File: config.mk
export PLATFORM = sky130hd
export DESIGN_NAME = key_event_fifo
export DESIGN_NICKNAME = d
export VERILOG_FILES = /design/src/rtl/key_event_fifo.sv
export SDC_FILE = /design/constraint.sdc
export NUM_CORES = 1
export LEC_CHECK = 0
export ABC_CLOCK_PERIOD_IN_PS = 2200
export BUFFER_PORTS_ARGS = -buffer_cell sky130_fd_sc_hd__buf_2
export CORE_MARGIN = 3
export CORE_UTILIZATION = 50
export CTS_BUF_LIST = sky130_fd_sc_hd__clkbuf_16
export CTS_CLUSTER_SIZE = 24
export DETAILED_ROUTE_END_ITERATION = 10
export GPL_ROUTABILITY_DRIVEN = 0
export PLACE_DENSITY = 0.72
export SYNTH_ARGS = -nofsm -noshare
export SYNTH_HDL_FRONTEND = slang
export SYNTH_SLANG_ARGS = --single-unit
File: constraint.sdc
create_clock -name clk_clk -period 2.2 [get_ports clk_clk]
set_clock_uncertainty 0.15 [all_clocks]
set_input_delay 0.66 -clock clk_clk [delete_from_list [all_inputs] [get_ports clk_clk]]
set_output_delay 0.66 -clock clk_clk [all_outputs]
set_load 0.005 [all_outputs]
File: src/rtl/key_event_fifo.sv
// Four-key debouncer feeding a small first-word-fall-through event FIFO.
// Every debounced press or release becomes a 3-bit {press, key_idx} event.
`timescale 1ns/1ps
module key_event_fifo #(
    parameter int DEBOUNCE_CYCLES = 1000000,
    parameter int FIFO_DEPTH      = 8
) (
    input  logic       clk_clk,
    input  logic       reset_reset_n,
    input  logic [3:0] key_n,
    output logic [3:0] key_state,
    output logic       evt_valid,
    input  logic       evt_ready,
    output logic [2:0] evt_data,
    output logic [4:0] evt_count,
    output logic       overflow,
    input  logic       overflow_clr
);
    localparam int          AW       = $clog2(FIFO_DEPTH);
    localparam logic [23:0] CNT_LAST = 24'(DEBOUNCE_CYCLES - 1);
    localparam logic [4:0]  DEPTH    = 5'(FIFO_DEPTH);

    logic [3:0]  sync1_reg, sync2_reg;
    logic [3:0]  key_state_reg;
    logic [23:0] cnt_reg [4];
    logic [3:0]  pending_reg;
    logic [3:0]  differ, toggle;

    logic [2:0]    mem [FIFO_DEPTH];
    logic [AW-1:0] wr_ptr_reg, rd_ptr_reg;
    logic [4:0]    count_reg;
    logic          overflow_reg;

    logic       sel_valid;
    logic [1:0] sel_idx;
    logic [3:0] sel_onehot;
    logic       pop, full, push;
    logic [2:0] push_data;

    // Synchronized level is active-low; compare it against the debounced pressed level.
    for (genvar gi = 0; gi < 4; gi++) begin : g_key
        assign differ[gi] = (~sync2_reg[gi]) != key_state_reg[gi];
        assign toggle[gi] = differ[gi] && (cnt_reg[gi] == CNT_LAST);
    end

    always_comb begin
        sel_valid  = 1'b0;
        sel_idx    = 2'd0;
        sel_onehot = 4'b0000;
        for (int i = 3; i >= 0; i--) begin
            if (pending_reg[i]) begin
                sel_valid  = 1'b1;
                sel_idx    = 2'(i);
                sel_onehot = 4'b0001 << i;
            end
        end
    end

    assign push_data = {key_state_reg[sel_idx], sel_idx};
    assign pop       = (count_reg != 5'd0) && evt_ready;
    assign full      = (count_reg == DEPTH);
    // A full FIFO still takes the event if the head leaves on the same edge.
    assign push      = sel_valid && (!full || pop);

    always_ff @(posedge clk_clk or negedge reset_reset_n) begin
        if (!reset_reset_n) begin
            sync1_reg     <= 4'hF;
            sync2_reg     <= 4'hF;
            key_state_reg <= 4'h0;
            pending_reg   <= 4'h0;
            for (int i = 0; i < 4; i++) cnt_reg[i] <= '0;
        end else begin
            sync1_reg   <= key_n;
            sync2_reg   <= sync1_reg;
            // Selected key is cleared even if its event is dropped; a new toggle wins.
            pending_reg <= (pending_reg & ~sel_onehot) | toggle;
            for (int i = 0; i < 4; i++) begin
                if (!differ[i] || toggle[i]) begin
                    cnt_reg[i] <= '0;
                end else begin
                    cnt_reg[i] <= cnt_reg[i] + 24'd1;
                end
                if (toggle[i]) key_state_reg[i] <= ~key_state_reg[i];
            end
        end
    end

    always_ff @(posedge clk_clk) begin
        if (push) mem[wr_ptr_reg] <= push_data;
    end

    always_ff @(posedge clk_clk or negedge reset_reset_n) begin
        if (!reset_reset_n) begin
            wr_ptr_reg   <= '0;
            rd_ptr_reg   <= '0;
            count_reg    <= 5'd0;
            overflow_reg <= 1'b0;
        end else begin
            if (push) wr_ptr_reg <= wr_ptr_reg + 1'b1;
            if (pop)  rd_ptr_reg <= rd_ptr_reg + 1'b1;
            case ({push, pop})
                2'b10:   count_reg <= count_reg + 5'd1;
                2'b01:   count_reg <= count_reg - 5'd1;
                default: count_reg <= count_reg;
            endcase
            if (sel_valid && full && !pop) begin
                overflow_reg <= 1'b1;
            end else if (overflow_clr) begin
                overflow_reg <= 1'b0;
            end
        end
    end

    assign key_state = key_state_reg;
    assign evt_valid = (count_reg != 5'd0);
    assign evt_data  = evt_valid ? mem[rd_ptr_reg] : 3'b000;
    assign evt_count = count_reg;
    assign overflow  = overflow_reg;
endmodule

# After elaboration in Yosys (flattened, before gate mapping)
# Memories as Yosys holds them, arrays and structs flattened.
# Index checks and enable logic that the tools add are counted.
# classes
eq_ne,11
n_bitwise,11
magnitude_cmp,1
n_reduce_logical,22
n_addsub,8
n_mux,24
# ops
op,n
$add A24 B1 Y24 const B,4
$eq A24 B20 Y1 const B,4
$mux W24,4
$mux W4,4
$pmux W5 S2,1
$mux W1,9
$logic_and A1 B1 Y1,8
$mux W2,4
$not A1 Y1,8
$add A3 B1 Y3 const B,2
$logic_not A1 Y1,6
$add A5 B1 Y5 const B,1
$eq A5 B4 Y1 const B,1
$logic_or A1 B1 Y1,5
$reduce_bool A5 Y1,1
$sub A5 B1 Y5 const B,1
$and A4 B4 Y4,1
$ne A1 B1 Y1,4
$not A4 Y4,1
$or A4 B4 Y4,1
$reduce_bool A2 Y1,2
$lt A2 B3 Y1 const B,1
$mux W3,1
$bmux W1 S2,1
2 further kinds,2
# word_totals
inputBits,8
wordCells,93
register_bits,124
n_memories,1
ram_bits,24
output_inout_bits,14
# mem_list
memory,words,word_bits,rd,rd_ports_with_merged_regs,wr,line,rtl
mem,8,3,1,0,1,29,logic [2:0] mem [FIFO_DEPTH];

# Logic depth before layout (Yosys ltp)
# Gate-level depths: netlist of the first run.
# logic_depth
word_depth,7
mapped_depth,10
mapped_depth_nobuf,10

# Least setup slack after synthesis of the first run
# OpenSTA, ideal clock, no wires.
# synth_path
path_type,flip-flop to flip-flop
startpoint,"register count_reg[1], in the netlist evt_count[1]"
endpoint,"register count_reg[4], in the netlist evt_count[4]"
arrival_time_ps,2178
path_slack_ps,-208
period_less_slack_ps,2408
setup_ps,80
stages_incl_launch_ff,11
t_required_ps,1970
n_path_buf,0
path_cell_list,dfrtp_1 > nor4_2 > and2_1 > inv_1 > nand3_1 > inv_2 > ha_1 > nand2b_1 > a21o_1 > a22oi_1 > xnor2_1
# synth_between
elab_chain_cells,6
elab_cells_between_ends,12
classes_between,2 x add/sub; 3 x eq/ne; 1 x mux; 6 x reduce/logical
# synth_rtl
item,line,rtl
from (decl),31,logic [4:0] count_reg;
from (signal assigned),102,2'b10: count_reg <= count_reg + 5'd1;
from (signal assigned),103,2'b01: count_reg <= count_reg - 5'd1;
from (signal assigned),104,default: count_reg <= count_reg;
$reduce_bool A5 Y1 *,--,
net evt_valid,12,"output logic evt_valid,"
$logic_and A1 B1 Y1 *,60,assign pop = (count_reg != 5'd0) && evt_ready;
$logic_or A1 B1 Y1,63,assign push = sel_valid && (!full || pop);
$logic_and A1 B1 Y1,63,
$eq A2 B1 Y1 or $eq A2 B2 Y1 (tied branches),101,"case ({push, pop})"
$pmux W5 S2 or $reduce_bool A2 Y1 (tied branches),--,
# The timed path passes the listed nets; every way through them passes the cells marked *.
# A chain may end at the register's enable or synchronous reset.

# Worst setup path in the final report of the first run
# layout_path
startpoint,register rd_ptr_reg[0]
endpoint,output evt_data[0]
# layout_between
elab_chain_cells,2
# layout_rtl
item,line,rtl
from (decl),30,"logic [AW-1:0] wr_ptr_reg, rd_ptr_reg;"
from (signal assigned),100,if (pop) rd_ptr_reg <= rd_ptr_reg + 1'b1;
$mem_v2 Z8 W3,--,
$mux W3,116,assign evt_data = evt_valid ? mem[rd_ptr_reg] : 3'b000;
to (decl),14,"output logic [2:0] evt_data,"
# Every way passes these cells.

==> metrics.md, run 1 <==
| Metric | Value |
|---|---|
| Reg-to-reg endpoint | `evt_count[4]` |
| Synth top area share | `40.7%` |
| Slew Limit Fails | `0` |
| Reg2reg setup slack | `-0.10 ns` |
| #FFs+latches synth | `148` |
| Hold WC Path Type | `in -> reg` |
| CP Cell Sequence | `mux4_2 -> mux2i_1 -> nor2_1 -> buf_2` |
| CTS Root Cell | `clkbuf_16` |
| Synth Flop Type | `dfrtp_1` |
| Place WS | `-0.0611 ns` |
| Setup crit start | `rd_ptr_reg[0]` |
| Post-synthesis sequential area ratio | `53.8%` |
| First-pass DRT Iterations | `5` |
| Power Total | `7.22 mW` |
| Fin worst setup slack | `-0.362 ns` |
| Crit path launch type | `register` |
| Setup CP Type | `reg -> out` |
| Mapped Area | `0.00712 mm2` |
| Share of cells above drive strength 1 | `about a fifth` |
| Detailed Route Iter0 Violations | `approximately 460` |
| Worst EP required | `1.39 ns` |
| Cell Count, Final, Fillers Out | `931` |
| Detail Route met2 WL | `7530 um` |
| Top routing layer in use | `met4` |
| Dpl cells | `892` |
| Ports | `22` |
| Hold Fails Final Rpt | `0` |
| Mapped Nets | `slightly below 700` |
| Top cells by count, synth | `116 x dfrtp_1, 70 x nor2_1, 47 x a21oi_1` |
| Critical path depth in cells | `4` |
| Die Area | `0.0157 mm2` |
| Finished Cell Area | `about 0.0086 mm2` |
| Max-cap violations | `0` |
| Post-synth EDFFs | `24` |
| Total negative slack | `-1.49 ns` |
| Met3 WL | `578 um` |
| Chip Height | `125 um` |
| CP top delay family | `multiplexers` |
| Critical path fanouts, max | `7` |
| Worst-Skew Late Latency | `0.42 ns` |
| Worst R2R Path Depth | `11` |
| Vias in the first global route | `5344` |
| Top-count cell post-synth | `dfrtp_1` |
| Maximum VDD drop | `596 uV` |
| Total CTS buffers | `17` |
| Gr usage total | `20.1%` |
| Switching pwr | `~1.8 mW` |
| Setup crit end | `evt_data[0]` |
| Die width | `125 um` |
| Sink Count | `148` |
| Failing checks | `setup timing` |
| Combinational Power Share | `16.8%` |
| Unique cell type count in the Yosys netlist | `46` |
| Routed metal-1 wirelength | `6810 um` |
| DR WL/cell | `16.2 um` |
| Dpl cell area | `0.00781 mm2` |
| Fin crit period | `2.56 ns` |
| Leak Pwr | `3.45 nW` |
| RSZ-0062 raised after global routing | `true` |
| Internal Pwr Total | `5.41 mW` |
| Slew at the pin closest to its max-slew limit | `0.378 ns` |
| Seq pwr share | `42.0%` |
| Crit end category | `primary output` |
| Slew Limit Headroom | `between 70% and 80%` |
| CTS tree | `yes` |
| Half-perimeter wire length after placement | `10400 um` |
| Number of inserted diodes | `0` |
| # setup viols final | `7` |
| Switching share of power | `about a quarter` |
| Initial antenna violation count | `0` |
| IO buf count | `21` |
| Layout Area Growth over Synthesis | `20.5%` |
| Fmax | `0.390 GHz` |
| Synth Area per Inst | `approximately 11 um2` |
| Pwr/cell area | `841 mW/mm2` |
| Synth area leaders | `dfrtp_1 41%, edfxtp_1 10%, xor2_1 3.8%` |
| Worst R2R Start | `evt_count[1]` |
| H-tree Lvls | `4` |
| Avg Vias per Cell | `5.93` |
| Post-synthesis cell count | `673` |
| Async SR Flop Fraction | `83.8%` |
| Max reg flops | `96` |
| CP bufs+invs | `1` |
| CTS Buffer Depth | `2` |
| Clk pwr share | `41.1%` |
| CP max-delay cell | `mux4_2` |
| FP Rows | `42` |
| Clock transition at the registers of the reported paths | `about 0.060 ns` |
| Final period utilization | `116%` |
| Final nets | `760` |
| Yosys top cell by area | `dfrtp_1` |
| WP data arrival | `1.75 ns` |
| Maximum number of pins on one net before global-route repair | `47` |
| First-pass GRT wire length | `26100 um` |
| Remaining DRCs | `0` |
| Starting density of the core | `52.3%` |
| Outcome | `complete, but fails checks` |
| Antenna Violating Nets Remaining | `0` |
| CP max stage delay | `0.54 ns` |
| Total grt overflow | `0` |
| Post-Route WL | `15100 um` |
| Warnings, synthesis | `0` |
| Core Area | `between 0.01 and 0.015 mm2` |
| Routed via count | `5517` |
[power by group through the flow]
stage | clock network (mW) | registers, mW | logic (mW)
global route | 3.15 | 3.05 | 1.31
finish | 2.97 | 3.04 | 1.22
floorplan | 0 | 3.04 | 0.643
global placement | 0 | 3.07 | 0.961
CTS | 3.02 | 3.04 | 1.13
detailed placement | 0 | 3.09 | 1.01
[stage by stage]
stage                     util [%]  hold WS [ns]
after global placement        57.4         0.196
after detailed placement      57.4         0.197
after global routing          63.1         0.159
final                         63.1         0.178
after CTS                     62.7         0.164
after floorplan                  -         0.195
[worst min path at each step]
stage	start	to	slack, ns	cells past startpoint
final	key_n[3]	sync1_reg[3]	0.18	1
after global routing	key_n[3]	sync1_reg[3]	0.16	1
after CTS	key_n[3]	sync1_reg[3]	0.16	1
after detailed placement	sync1_reg[3]	sync2_reg[3]	0.20	0
after global placement	sync1_reg[3]	sync2_reg[3]	0.20	0
after floorplan	sync1_reg[0]	sync2_reg[0]	0.20	0
[per-layer routing]
metal / global-route usage (%) / vias up
met5: 0 / -
met4: 6.31 / 0
met3: 5.33 / 20
met2: 32.4 / 132
met1: 26.8 / 2721
li1: - / 2644
[area by class of cell]
type / instances / area (um2)
fillers: 1016 / 5020
well taps: 176 / 220
inverters: 16 / 72.6
flip-flops and latches: 148 / 3830
repair buffers: 78 / 614
multi-input cells: 481 / 3240
clock buffers: 18 / 450
clock inverters: 14 / 159
[placed cells by master, fill, tap and decap left out, types with 4 or more instances in the layout]
cell,n
or3_1,19
xnor2_1,23
o21ai_0,23
nor2_1,69
nand2_1,34
nor3_1,5
nor4_1,13
mux4_2,7
dfrtp_1,115
and3_1,10
nor4b_1,7
clkbuf_16,18
ha_1,6
mux2i_1,7
buf_12,5
dfstp_2,8
clkinvlp_4,4
inv_1,15
and2_1,6
buf_4,50
buf_2,19
o31ai_1,28
a21oi_1,46
edfxtp_1,24
or4_1,27
and4_1,10
xor2_1,31
nand3_1,43
nand4_1,25
[cells by family after synthesis]
family                   share of synthesized area (%)
AO/OA/AOI/OAI                                     9.33
XOR/XNOR                                          6.76
adder cells (fa/ha/maj)                           1.86
buffers and inverters                             2.55
flip-flops                                        53.8
multiplexers                                      3.67
AND/OR/NAND/NOR                                   22.0
[what timing repair did]
action	CTS	global route
hold buffers	1	0
endpoints found under the hold margin	14	0
resized for setup	13	9
endpoints found under the setup margin	6	25
pin swaps	9	5
buffers inserted	4	2
Power figures use the tool's default switching activity.
==> inputs of run 2 (changes only) <==
CORE_UTILIZATION = 56   (was 50)
PLACE_DENSITY = 0.79   (was 0.72)
==> run 2 against run 1 <==
Against the previous run:
- the run still ends with setup timing left
- setup slack worse by 0.086 ns
- register-to-register slack lost 0.11 ns
- sequential cell count unchanged
- combinational power rose by 5%
- final cell count fell by 1.1%
- first-iteration DRC count increased by 5.0%
- non-clock buffer count decreased by 2
- critical path depth did not move
- global-route usage is 2.9 points higher
- clock power shrank 10%
- via count up 1.8%
- total power shrank 3.1%
==> metrics.md, run 2 (synthesis results as in run 1) <==
| Metric | Value |
|---|---|
| Fmax | `0.378 GHz (was 0.390 GHz)` |
| Hold buffers post-CTS | `0 (was 1)` |
| Setup CP Type | `reg -> out (unchanged)` |
| Clock transition at the registers of the reported paths | `0.06 ns (about the same)` |
| Ports | `22 (unchanged)` |
| FP Rows | `40 (was 42)` |
| Core Area | `0.0122 mm2 (was 0.0136 mm2)` |
| WP data arrival | `1.84 ns (was 1.75 ns)` |
| Half-perimeter wire length after placement | `10300 um (was 10400 um)` |
| Antenna Violating Nets Remaining | `0 (unchanged)` |
| Slew Limit Fails | `0 (unchanged)` |
| Die width | `119 um (was 125 um)` |
| RSZ-0062 raised after global routing | `true (unchanged)` |
| Final period utilization | `120% (was 116%)` |
| Failing checks | `setup timing (unchanged)` |
| Cell Count, Final, Fillers Out | `921 (was 931)` |
| Layout Area Growth over Synthesis | `19.1% (was 20.5%)` |
| Critical path fanouts, max | `7 (unchanged)` |
| Worst-Skew Late Latency | `0.43 ns (was 0.42 ns)` |
| CP max-delay cell | `mux4_2 (unchanged)` |
| Number of inserted diodes | `0 (unchanged)` |
| Max reg flops | `96 (unchanged)` |
| Hold WC Path Type | `in -> async (was in -> reg)` |
| Dpl cells | `882 (was 892)` |
| Die Area | `0.0141 mm2 (was 0.0157 mm2)` |
| Fin crit period | `2.65 ns (was 2.56 ns)` |
| Pwr/cell area | `825 mW/mm2 (was 841 mW/mm2)` |
| Final Util | `69.5% (was 63.1%)` |
| Leak Pwr | `3.40 nW (was 3.45 nW)` |
| Crit path launch type | `register (unchanged)` |
| Fin worst setup slack | `-0.448 ns (was -0.362 ns)` |
| Total grt overflow | `0 (unchanged)` |
| Most common cell after layout, fill and taps aside | `dfrtp_1 (unchanged)` |
| Most frequent cells in the layout | `115 x dfrtp_1, 69 x nor2_1, 49 x buf_4 (was 115 x dfrtp_1, 69 x nor2_1, 50 x buf_4)` |
| Worst EP required | `1.39 ns (about the same)` |
| Max-cap violations | `0 (unchanged)` |
| Maximum VDD drop | `614 uV (was 596 uV)` |
| Hold Fails Final Rpt | `0 (unchanged)` |
| Remaining DRCs | `0 (unchanged)` |
| IO buf count | `21 (unchanged)` |
| Sink Count | `148 (unchanged)` |
| Detailed Route Iter0 Violations | `484 (was 461)` |
| Finished Cell Area | `0.00849 mm2 (was 0.00859 mm2)` |
| Starting density of the core | `58.3% (was 52.3%)` |
| Maximum number of pins on one net before global-route repair | `39 (was 47)` |
| Post-Route WL | `15600 um (was 15100 um)` |
| Chip Height | `119 um (was 125 um)` |
| Slew Limit Headroom | `62.1% (was 74.6%)` |
| Routed via count | `5616 (was 5517)` |
| CP max stage delay | `0.56 ns (was 0.54 ns)` |
| Total CTS buffers | `17 (unchanged)` |
| # setup viols final | `7 (unchanged)` |
| CTS Buffer Depth | `2 (unchanged)` |
| CP Cell Sequence | `mux4_2 -> mux2i_2 -> nor2_1 -> buf_2 (was mux4_2 -> mux2i_1 -> nor2_1 -> buf_2)` |
| DR WL/cell | `16.9 um (was 16.2 um)` |
| H-tree Lvls | `4 (unchanged)` |
| CTS tree | `yes (unchanged)` |
| Slew at the pin closest to its max-slew limit | `0.569 ns (was 0.378 ns)` |
| Final nets | `758 (was 760)` |
| Avg Vias per Cell | `6.10 (was 5.93)` |
| CTS Root Cell | `clkbuf_16 (unchanged)` |
| Vias in the first global route | `5554 (was 5344)` |
| First-pass GRT wire length | `26300 um (was 26100 um)` |
| Initial antenna violation count | `0 (unchanged)` |
| Dpl cell area | `0.00777 mm2 (was 0.00781 mm2)` |
| Outcome | `complete, but fails checks (unchanged)` |
| Gr usage total | `23.0% (was 20.1%)` |
| First-pass DRT Iterations | `5 (unchanged)` |
| Smallest hold slack | `0.0767 ns (was 0.178 ns)` |
| Crit end category | `primary output (unchanged)` |
| Share of cells above drive strength 1 | `19.7% (about the same)` |
-- run 2: cell types whose count changed in the layout (fill, tap and decap cells not counted), sizes merged --
cell         previous run  this run
clkinv                  3         6
clkbuf                 18        17
buf                    77        76
dlygate4sd3             1         0
inv                    20        22
clkinvlp                4         3
bufinv                  3         0
-- run 2: layer usage --
metal	global-route usage, %	wire [um]	vias up
li1	-	-	2634
met1	28.9	6490	2804
met2	38.8	8130	151
met3	5.55	675	27
met4	8.40	272	0
met5	0	0	-
-- run 2: what timing repair did --
action | 4_1_cts | 5_1_grt
endpoints found under the setup margin | 6 | 35
hold endpoints to repair | 0 | 0
gates resized for setup | 14 | 7
cloned | 0 | 0
pin swaps | 9 | 6
buffers inserted | 3 | 4
-- run 2: final timing paths --
check | startpoint | end | slack [ns] | depth (start not counted)
setup / recovery | rd_ptr_reg[0] | evt_data[1] | -0.45 | 4
hold / removal | reset_reset_n | overflow | 0.08 | 1
setup reg to reg | evt_count[4] | evt_count[4] | -0.21 | 11
hold reg to reg | sync1_reg[0] | sync2_reg[0] | 0.21 | 0
max in group asynchronous | reset_reset_n | sync1_reg[3] | 1.22 | 2
min in group clk_clk | key_n[3] | sync1_reg[3] | 0.18 | 1
-- run 2: area by class of cell --
class	instances	area, um2
sequential	148	3830
fill	862	3730
multi-input combinational	481	3240
timing repair buffer	76	588
clock buffer	17	425
tap	168	210
clock inverter	15	124
inverter	16	67.6
-- run 2: report_power, final --
group / switching, mW / leakage (nW) / internal [mW]
combinational: 0.580 / 1.24 / 0.701
sequential: 0.158 / 1.89 / 2.89
clock: 1.20 / 0.262 / 1.47
total: 1.94 / 3.40 / 5.06
-- run 2: worst max-delay path, delay by kind of cell, from the launching register on --
kind | cells | cell delay [ns]
and+or+nand+nor | 1 | 0.06
muxes | 2 | 0.74
buffers and inverters | 1 | 0.12
DFF | 1 | 0.49
-- run 2: per-stage QoR --
stage	setup slack, ns	TNS, ns	power, mW
final	-0.448	-1.87	7.00
after global routing	-0.530	-2.35	7.30
after CTS	-0.481	-1.78	6.88
after detailed placement	-0.0999	-0.384	4.09
after global placement	0.0112	0	4.01
after floorplan	-0.0233	-0.0233	3.69
==> inputs of run 3 (changes only) <==
CELL_PAD_IN_SITES_DETAIL_PLACEMENT = 1   (was not set)
CELL_PAD_IN_SITES_GLOBAL_PLACEMENT = 1   (was not set)
CORE_UTILIZATION = 45   (was 56)
==> run 3 against run 2 <==
Against the previous run:
- the run still ends with setup timing left
- critical path depth stayed put
- total power is 1.9% higher
- via count is 1.8% higher
- combinational power is 4% lower
- first-iteration DRC count is 10% lower
- register-to-register slack better by 0.13 ns
- core utilization is 13 points lower
- die area is 23% higher
- worst hold slack better by 0.10 ns
- final area is 1.5% higher
- critical endpoint is now evt_data[0]
- largest cell class unchanged
- largest power group unchanged
==> metrics.md, run 3 (synthesis results as in run 1) <==
| Metric | Value |
|---|---|
| Worst-Skew Late Latency | `0.43 ns (about the same)` |
| Maximum number of pins on one net before global-route repair | `50 (was 39)` |
| Crit end category | `primary output (unchanged)` |
| Total grt overflow | `0 (unchanged)` |
| Total CTS buffers | `17 (unchanged)` |
| Fin crit period | `2.63 ns (was 2.65 ns)` |
| H-tree Lvls | `4 (unchanged)` |
| Detailed Route Iter0 Violations | `435 (was 484)` |
| CTS tree | `yes (unchanged)` |
| Max-cap violations | `0 (unchanged)` |
| Most frequent cells in the layout | `115 x dfrtp_1, 70 x nor2_1, 56 x buf_4 (was 115 x dfrtp_1, 69 x nor2_1, 49 x buf_4)` |
| Worst R2R Start | `evt_count[0] (was evt_count[4])` |
| Slew at the pin closest to its max-slew limit | `0.384 ns (was 0.569 ns)` |
| First-pass DRT Iterations | `4 (was 5)` |
| Routed metal-1 wirelength | `7960 um (was 6490 um)` |
| Post-Route WL | `19400 um (was 15600 um)` |
| Crit path launch type | `register (unchanged)` |
| Fin worst setup slack | `-0.425 ns (was -0.448 ns)` |
| Leak Pwr | `3.43 nW (was 3.40 nW)` |
| Most common cell after layout, fill and taps aside | `dfrtp_1 (unchanged)` |
| Final period utilization | `119% (was 120%)` |
| Hold Fails Final Rpt | `0 (unchanged)` |
| Cell Count, Final, Fillers Out | `970 (was 921)` |
| Ports | `22 (unchanged)` |
| Failing checks | `setup timing (unchanged)` |
| Clock transition at the registers of the reported paths | `0.06 ns (about the same)` |
| Slew Limit Fails | `0 (unchanged)` |
| Dpl cells | `931 (was 882)` |
| Layout Area Growth over Synthesis | `20.9% (was 19.1%)` |
| Chip Height | `132 um (was 119 um)` |
| Outcome | `complete, but fails checks (unchanged)` |
| Starting density of the core | `46.3% (was 58.3%)` |
| Sink Count | `148 (unchanged)` |
| Switching share of power | `28.0% (was 27.7%)` |
| Internal Pwr Total | `5.14 mW (was 5.06 mW)` |
| Share of cells above drive strength 1 | `20.4% (was 19.7%)` |
| Final nets | `764 (was 758)` |
| Seq pwr share | `42.7% (was 43.6%)` |
| Number of inserted diodes | `0 (unchanged)` |
| Hold_sp | `key_n[3]` |
| DR WL/cell | `20.0 um (was 16.9 um)` |
| Max reg flops | `96 (unchanged)` |
| WP data arrival | `1.82 ns (was 1.84 ns)` |
| RSZ-0062 raised after global routing | `true (unchanged)` |
| Antenna Violating Nets Remaining | `0 (unchanged)` |
| Worst EP required | `1.39 ns (about the same)` |
| Gr usage total | `23.2% (was 23.0%)` |
| Core Area | `0.0154 mm2 (was 0.0122 mm2)` |
| Hold WC Path Type | `in -> reg (was in -> async)` |
| Vias in the first global route | `6248 (was 5554)` |
| Met3 WL | `614 um (was 675 um)` |
| IO buf count | `21 (unchanged)` |
| Top routing layer in use | `met4 (unchanged)` |
| CTS Buffer Depth | `2 (unchanged)` |
| Critical path fanouts, max | `7 (unchanged)` |
| Hold path cells | `1` |
| Reg-to-reg endpoint | `evt_count[3] (was evt_count[4])` |
| Maximum VDD drop | `599 uV (was 614 uV)` |
| Reg2reg setup slack | `-0.08 ns (was -0.21 ns)` |
| First-pass GRT wire length | `32600 um (was 26300 um)` |
| # setup viols final | `7 (unchanged)` |
| Fmax | `0.381 GHz (was 0.378 GHz)` |
| Detail Route met2 WL | `10500 um (was 8130 um)` |
| CTS Root Cell | `clkbuf_16 (unchanged)` |
| Worst R2R Path Depth | `10 (was 11)` |
| Pwr/cell area | `828 mW/mm2 (was 825 mW/mm2)` |
| Switching pwr | `2.00 mW (was 1.94 mW)` |
| Die Area | `0.0174 mm2 (was 0.0141 mm2)` |
| Routed via count | `5715 (was 5616)` |
| Initial antenna violation count | `0 (unchanged)` |
| Clk pwr share | `40.0% (was 38.1%)` |
| Die width | `132 um (was 119 um)` |
| Combinational Power Share | `17.3% (was 18.3%)` |
| Avg Vias per Cell | `5.89 (was 6.10)` |
| Remaining DRCs | `0 (unchanged)` |
| Slew Limit Headroom | `74.4% (was 62.1%)` |
| FP Rows | `45 (was 40)` |
| Setup CP Type | `reg -> out (unchanged)` |
| Half-perimeter wire length after placement | `12600 um (was 10300 um)` |
| Smallest hold slack | `0.179 ns (was 0.0767 ns)` |
| Hold EP | `sync1_reg[3]` |
==> run 3: worst max path at each step <==
stage                   from            to  slack, ns  depth (start not counted)
6_report       rd_ptr_reg[0]   evt_data[0]      -0.43                          4
3_3_place_gp   rd_ptr_reg[0]   evt_data[2]      0.009                          4
5_1_grt        rd_ptr_reg[0]   evt_data[2]      -0.51                          4
4_1_cts        rd_ptr_reg[0]   evt_data[0]      -0.43                          4
3_5_place_dp    evt_count[1]  evt_count[4]      -0.23                         10
2_1_floorplan   evt_count[1]  evt_count[4]      -0.02                         10
==> run 3: what timing repair did <==
action,CTS,global route
endpoints found under the hold margin,2,0
buffers inserted,6,0
gates cloned,0,0
resized for setup,16,2
pin swaps,10,1
hold buffers,1,0
setup endpoints to repair,11,16
==> run 3: metal layers <==
layer,up-vias,GRT usage (%)
li1,2631,-
met1,2945,27.5
met2,106,42.2
met3,33,4.92
met4,0,7.18
met5,-,0
==> run 3: metrics by stage <==
stage	utilization [%]	instance area [um2]	worst slack [ns]	power (mW)	setup TNS (ns)
floorplan	-	7160	-0.0233	3.69	-0.0233
global placement	51.3	7890	0.00896	4.03	0
detailed placement	51.3	7890	-0.233	4.14	-0.551
CTS	56.0	8600	-0.429	7.13	-1.43
global route	56.0	8610	-0.512	7.44	-2.09
finish	56.0	8610	-0.425	7.13	-1.46
==> run 3: area by class of cell <==
| type | instances | area [um2] |
|---|---|---|
| Clock inverter | 15 | 146 |
| Sequential cell | 148 | 3830 |
| Timing Repair Buffer | 82 | 637 |
| Tap cell | 211 | 264 |
| Clock buffer | 17 | 425 |
| Multi-Input combinational cell | 481 | 3240 |
| Inverter | 16 | 67.6 |
| Fill cell | 1695 | 6760 |
==> run 3: critical path, cell delays in order (launching register included) <==
cell and delay, ns:
dfrtp_2 0.49, mux4_2 0.54, mux2i_1 0.16, nor2_1 0.07, buf_2 0.13
==> run 3: power by group through the flow <==
stage                     sequential, mW  combinational, mW  clock, mW
after floorplan                     3.04              0.643          0
after global placement              3.07              0.959          0
after detailed placement            3.09               1.05          0
after CTS                           3.05               1.19       2.89
after global routing                3.06               1.34       3.04
final                               3.04               1.23       2.85
